$ cat src/rtl/corevx_alu_wb.sv
// corevx_alu_wb: ALU writeback stage with a 2-entry skid buffer, register-file write port,
// illegal-instruction trap and wrapping retire counter. Define COREVX_WB_BYPASS_EN for forwarding.
module corevx_alu_wb #(
   parameter int unsigned COUNT_W    = 32,
   parameter logic [31:0] TRAP_CAUSE = 32'd2
) (
   input  logic               clk,
   input  logic               rst_n,
   input  logic               flush,
   input  logic               in_valid,
   output logic               in_ready,
   input  logic [31:0]        in_result,
   input  logic               in_unknown_op,
   input  logic [4:0]         in_rd,
   input  logic [31:0]        in_pc,
   output logic               rf_write,
   output logic [4:0]         rf_waddr,
   output logic [31:0]        rf_wdata,
   input  logic               rf_ready,
   output logic               trap_valid,
   output logic [31:0]        trap_pc,
   output logic [31:0]        trap_cause,
   input  logic               trap_ack,
   output logic [COUNT_W-1:0] retire_count,
   output logic [1:0]         byp_valid,
   output logic [9:0]         byp_rd,
   output logic [63:0]        byp_data
);

   typedef struct packed {
      logic [31:0] result;
      logic        unknown_op;
      logic [4:0]  rd;
      logic [31:0] pc;
   } entry_t;

   typedef enum logic [1:0] {EMPTY = 2'd0, ONE = 2'd1, TWO = 2'd2} occ_t;

   occ_t               state_q;
   entry_t             head_q;
   entry_t             skid_q;
   logic [COUNT_W-1:0] count_q;
   logic [COUNT_W-1:0] count_d;

   entry_t in_entry;
   logic   head_valid;
   logic   head_trap;
   logic   pop;
   logic   push;

   assign in_entry   = {in_result, in_unknown_op, in_rd, in_pc};
   assign head_valid = (state_q != EMPTY);
   assign head_trap  = head_valid && head_q.unknown_op;
   // x0 destinations retire without waiting for the register file.
   assign pop        = head_valid && !head_q.unknown_op && ((head_q.rd == 5'd0) || rf_ready);
   assign in_ready   = (state_q != TWO) && !head_trap;
   assign push       = in_valid && in_ready;
   assign count_d    = count_q + COUNT_W'(pop);

   always_ff @(posedge clk or negedge rst_n) begin
      if (!rst_n) begin
         state_q <= EMPTY;
         head_q  <= '0;
         skid_q  <= '0;
         count_q <= '0;
      end else begin
         // A write completing in a flush cycle still retires.
         count_q <= count_d;
         if (flush || (trap_ack && head_trap)) begin
            state_q <= EMPTY;
         end else begin
            case (state_q)
               EMPTY: begin
                  if (push) begin
                     head_q  <= in_entry;
                     state_q <= ONE;
                  end
               end
               ONE: begin
                  if (push && pop) begin
                     head_q <= in_entry;
                  end else if (pop) begin
                     state_q <= EMPTY;
                  end else if (push) begin
                     skid_q  <= in_entry;
                     state_q <= TWO;
                  end
               end
               TWO: begin
                  if (pop) begin
                     head_q  <= skid_q;
                     state_q <= ONE;
                  end
               end
               default: state_q <= EMPTY;
            endcase
         end
      end
   end

   assign rf_write     = head_valid && !head_q.unknown_op && (head_q.rd != 5'd0);
   assign rf_waddr     = rf_write ? head_q.rd : 5'd0;
   assign rf_wdata     = rf_write ? head_q.result : 32'd0;
   assign trap_valid   = head_trap;
   assign trap_pc      = head_trap ? head_q.pc : 32'd0;
   assign trap_cause   = head_trap ? TRAP_CAUSE : 32'd0;
   assign retire_count = count_q;

`ifdef COREVX_WB_BYPASS_EN
   entry_t [1:0] ent;
   logic   [1:0] ent_valid;

   assign ent[0]       = head_q;
   assign ent[1]       = skid_q;
   assign ent_valid[0] = head_valid;
   assign ent_valid[1] = (state_q == TWO);

   // Slot 1 (skid) is younger: consumers must prefer it when both rd fields match.
   for (genvar gi = 0; gi < 2; gi++) begin : g_byp
      logic fwd;
      assign fwd                     = ent_valid[gi] && !ent[gi].unknown_op && (ent[gi].rd != 5'd0);
      assign byp_valid[gi]           = fwd;
      assign byp_rd[gi*5 +: 5]       = fwd ? ent[gi].rd : 5'd0;
      assign byp_data[gi*32 +: 32]   = fwd ? ent[gi].result : 32'd0;
   end
`else
   assign byp_valid = 2'b00;
   assign byp_rd    = 10'd0;
   assign byp_data  = 64'd0;
`endif

endmodule
$ cat config.mk
export PLATFORM = sky130hd
export DESIGN_NAME = corevx_alu_wb
export DESIGN_NICKNAME = d
export VERILOG_FILES = /design/src/rtl/corevx_alu_wb.sv
export SDC_FILE = /design/constraint.sdc
export NUM_CORES = 1
export LEC_CHECK = 0
export CORE_MARGIN = 5
export CORE_UTILIZATION = 48
export CTS_BUF_LIST = sky130_fd_sc_hd__clkbuf_2 sky130_fd_sc_hd__clkbuf_4 sky130_fd_sc_hd__clkbuf_8
export CTS_CLUSTER_DIAMETER = 60
export DETAILED_ROUTE_END_ITERATION = 10
export HOLD_SLACK_MARGIN = 0.05
export PLACE_DENSITY = 0.91
export RECOVER_POWER = 100
export SYNTH_ARGS = -nofsm -noshare
export SYNTH_HDL_FRONTEND = slang
export SYNTH_SLANG_ARGS = --single-unit
export TNS_END_PERCENT = 20
$ cat constraint.sdc
create_clock -name clk -period 3.6 [get_ports clk]
set_clock_uncertainty 0.1 [all_clocks]
set_input_delay 0.72 -clock clk [delete_from_list [all_inputs] [get_ports clk]]
set_output_delay 0.72 -clock clk [all_outputs]
set_load 0.02 [all_outputs]
==> flow_summary.ini <==
[logic_synthesis]
syn_area_sq_um = 9020
synth-seq-cells = 174
yosysTopAreaCell = dfrtp_1
synth.top_cell.area_share = 0.483
synth_cell_types = 38
yosys-top-cells-area = dfrtp_1 48%, mux2_2 24%, buf_4 9.4%, and2_1 2.6%, and3_1 2.6%
syn_area_per_cell_sq_um = 12.6
syn_inst = 715
ys_warn_count = 0
synth_seq_area_share = 0.483

[route]
avgRoutedWirePerCell_um = 17.0
viasPerCell = 4.99
drt_iter0_drc = 172
ant_nets = 0
drcViolationCount = 0
first_pass_iters = 4
drt_wl_total_um = 19300
vias = 5655

[finish]
nNetsFinal = 965
area_growth_pct = 21.3
most-common-layout-cells = 193 x mux2_2, 174 x dfrtp_1, 142 x clkdlybuf4s50_1, 107 x conb_1, 38 x and3_1
diodes = 0
drive_above_1_share = 0.266
final_util = 0.589
layout_commonest_cell = mux2_2

[power]
leakagePower_uw = 0.00500
ir_worst_vdd_mv = 0.311
p_per_area_nw_per_um2 = 573

[timing]
fin_crit_sh = 0.957
fmax_mhz = 290
relSlewSlack = -0.465
tightest_slew_ns = 2.20
whs_ns = 0.382
hold_viol_final = 0
min_period_ns = 3.44
setup_viol = 0
rsz0062_at_grt = no
fin_ws_ns = 0.156
slew_viol_final = 157
setup-tns-final_ns = 0

[placement]
io_buffers = 180
dpl_worst_slack_ns = 0.371
place_congestion = 0.794
dp_hpwl_um = 13500

[die]
rows = 50
ioPinCount = 288
die_area_sq_um = 21600
initial_core_util = 0.485
die_h_um = 147
die_w_um = 147
core_area_sq_um = 18600

[global_route]
grt_pass1_wl_um = 31100
grt_usage = 0.178
overflow = 0
antenna_found_initial = 0
grt_max_degree = 86
grt_pass1_vias = 5884

[worst_setup_path]
path_class = flip-flop to output pin
end_kind = output pin
start_kind = flip-flop
ff2ff_path_depth = 4
path_max_fanout = 34
arrival_ns = 2.62
worstPathRequired_ns = 2.78

[clock_network]
post_cts_resized = 0
clkLatencyLatePin_ns = 0.45
clockBufferDepth = 2
clock-sinks = 174
path_clk_slew_ns = 0.11
tritoncts = yes
numCtsBuffers = 17
cts_setup_buffers = 0
cts_hold_buf = 0
htree_levels = 4
clockRootBuffer = clkbuf_8

[status]
failed_checks = capacitance limit, slew limit
status = finished, violations left

[min_path]
whs_path_depth = 1
holdCritPathClass = flip-flop to flip-flop

[flow_run]
cap_violations = 2
==> per-stage QoR <==
| stage | total power (uW) | cells | area (sq um) |
|---|---|---|---|
| after floorplan | 4360 | 821 | 9420 |
| after global placement | 4900 | 1102 | 10600 |
| after detailed placement | 5010 | 1102 | 10600 |
| after CTS | 6390 | 1134 | 11000 |
| after global routing | 6640 | 1134 | 10900 |
| final | 6270 | 1134 | 10900 |
==> path summary, 6_finish.rpt <==
kind	slack [ns]	start	end
worst min-delay path	0.38	retire_count[31]	retire_count[31]
max in group asynchronous	0.81	rst_n	head_q[9]
worst min register to register	0.38	retire_count[31]	retire_count[31]
worst max register to register	0.32	state_q[1]	head_q[51]
min in group asynchronous	0.78	rst_n	head_q[3]
worst max-delay path	0.16	state_q[1]	trap_pc[31]
==> cells in the mapped netlist <==
| library cell | number |
|---|---|
| and2_1 | 38 |
| a21oi_1 | 2 |
| and3_1 | 38 |
| a211o_1 | 1 |
| a221o_1 | 1 |
| nor3_1 | 3 |
| nor2_1 | 6 |
| mux2_1 | 5 |
| nor4_1 | 3 |
| clkbuf_1 | 15 |
| mux2_2 | 195 |
| a21boi_0 | 1 |
| nand4_1 | 12 |
| a31oi_4 | 2 |
| xor2_1 | 6 |
| inv_1 | 3 |
| nand3_1 | 16 |
| nand2b_1 | 1 |
| nor4_2 | 1 |
| o41ai_1 | 1 |
| buf_4 | 113 |
| dfrtp_1 | 174 |
| a211oi_1 | 1 |
| or2_1 | 1 |
| ha_1 | 2 |
| buf_6 | 8 |
| mux2_4 | 6 |
| xnor2_1 | 25 |
| and4_1 | 2 |
| nand2_1 | 11 |
| o21ai_0 | 2 |
| conb_1 | 1 |
| mux2i_1 | 4 |
| nand4_4 | 1 |
| a21o_1 | 2 |
| buf_2 | 10 |
| o21bai_1 | 1 |
| nor2b_1 | 1 |
==> logic make-up (layout without fill, tap and decap cells) <==
kind of cell	after synthesis	in the layout	share of synthesized area
other	1	107	0.000416
DFF	174	174	0.483
adders and majority gates	2	2	0.00277
muxes	210	210	0.264
xor gates and xnor gates	31	31	0.0301
AOI/OAI and AO/OA	14	14	0.0142
buffers and inverters	149	228	0.117
and+or+nand+nor	134	134	0.0885
==> worst max-delay path, stage by stage (launching register included) <==
cell and delay (ns):
dfrtp_1 0.55, or2_0 0.18, clkbuf_2 0.53, and3_1 0.27, clkdlybuf4s50_1 0.63
==> metal layers <==
metal	GRT usage	vias up	wire, um
met4	0.0489	0	235
li1	-	2617	-
met2	0.300	187	9820
met1	0.222	2830	7850
met5	0	-	0
met3	0.0546	21	1340
==> final cells by class <==
| type | instances | area (sq um) |
|---|---|---|
| Timing Repair Buffer | 193 | 1900 |
| Inverter | 3 | 11.3 |
| Sequential cell | 174 | 4350 |
| Fill cell | 1510 | 7640 |
| Multi-Input combinational cell | 498 | 3970 |
| Clock buffer | 17 | 234 |
| Clock inverter | 15 | 175 |
| Tap cell | 234 | 293 |
==> sequential cells by signal, indices dropped and copies added (netlist names) <==
register,flops
head_q,70
skid_q,70
retire_count,32
state_q,2
==> report_power, final <==
| part | internal, uW | switching [uW] | total [uW] |
|---|---|---|---|
| logic | 1010 | 860 | 1870 |
| clock network | 530 | 830 | 1360 |
| registers | 2680 | 367 | 3040 |
| total | 4210 | 2060 | 6270 |
Note: power is estimated with default switching activity, not from simulation.
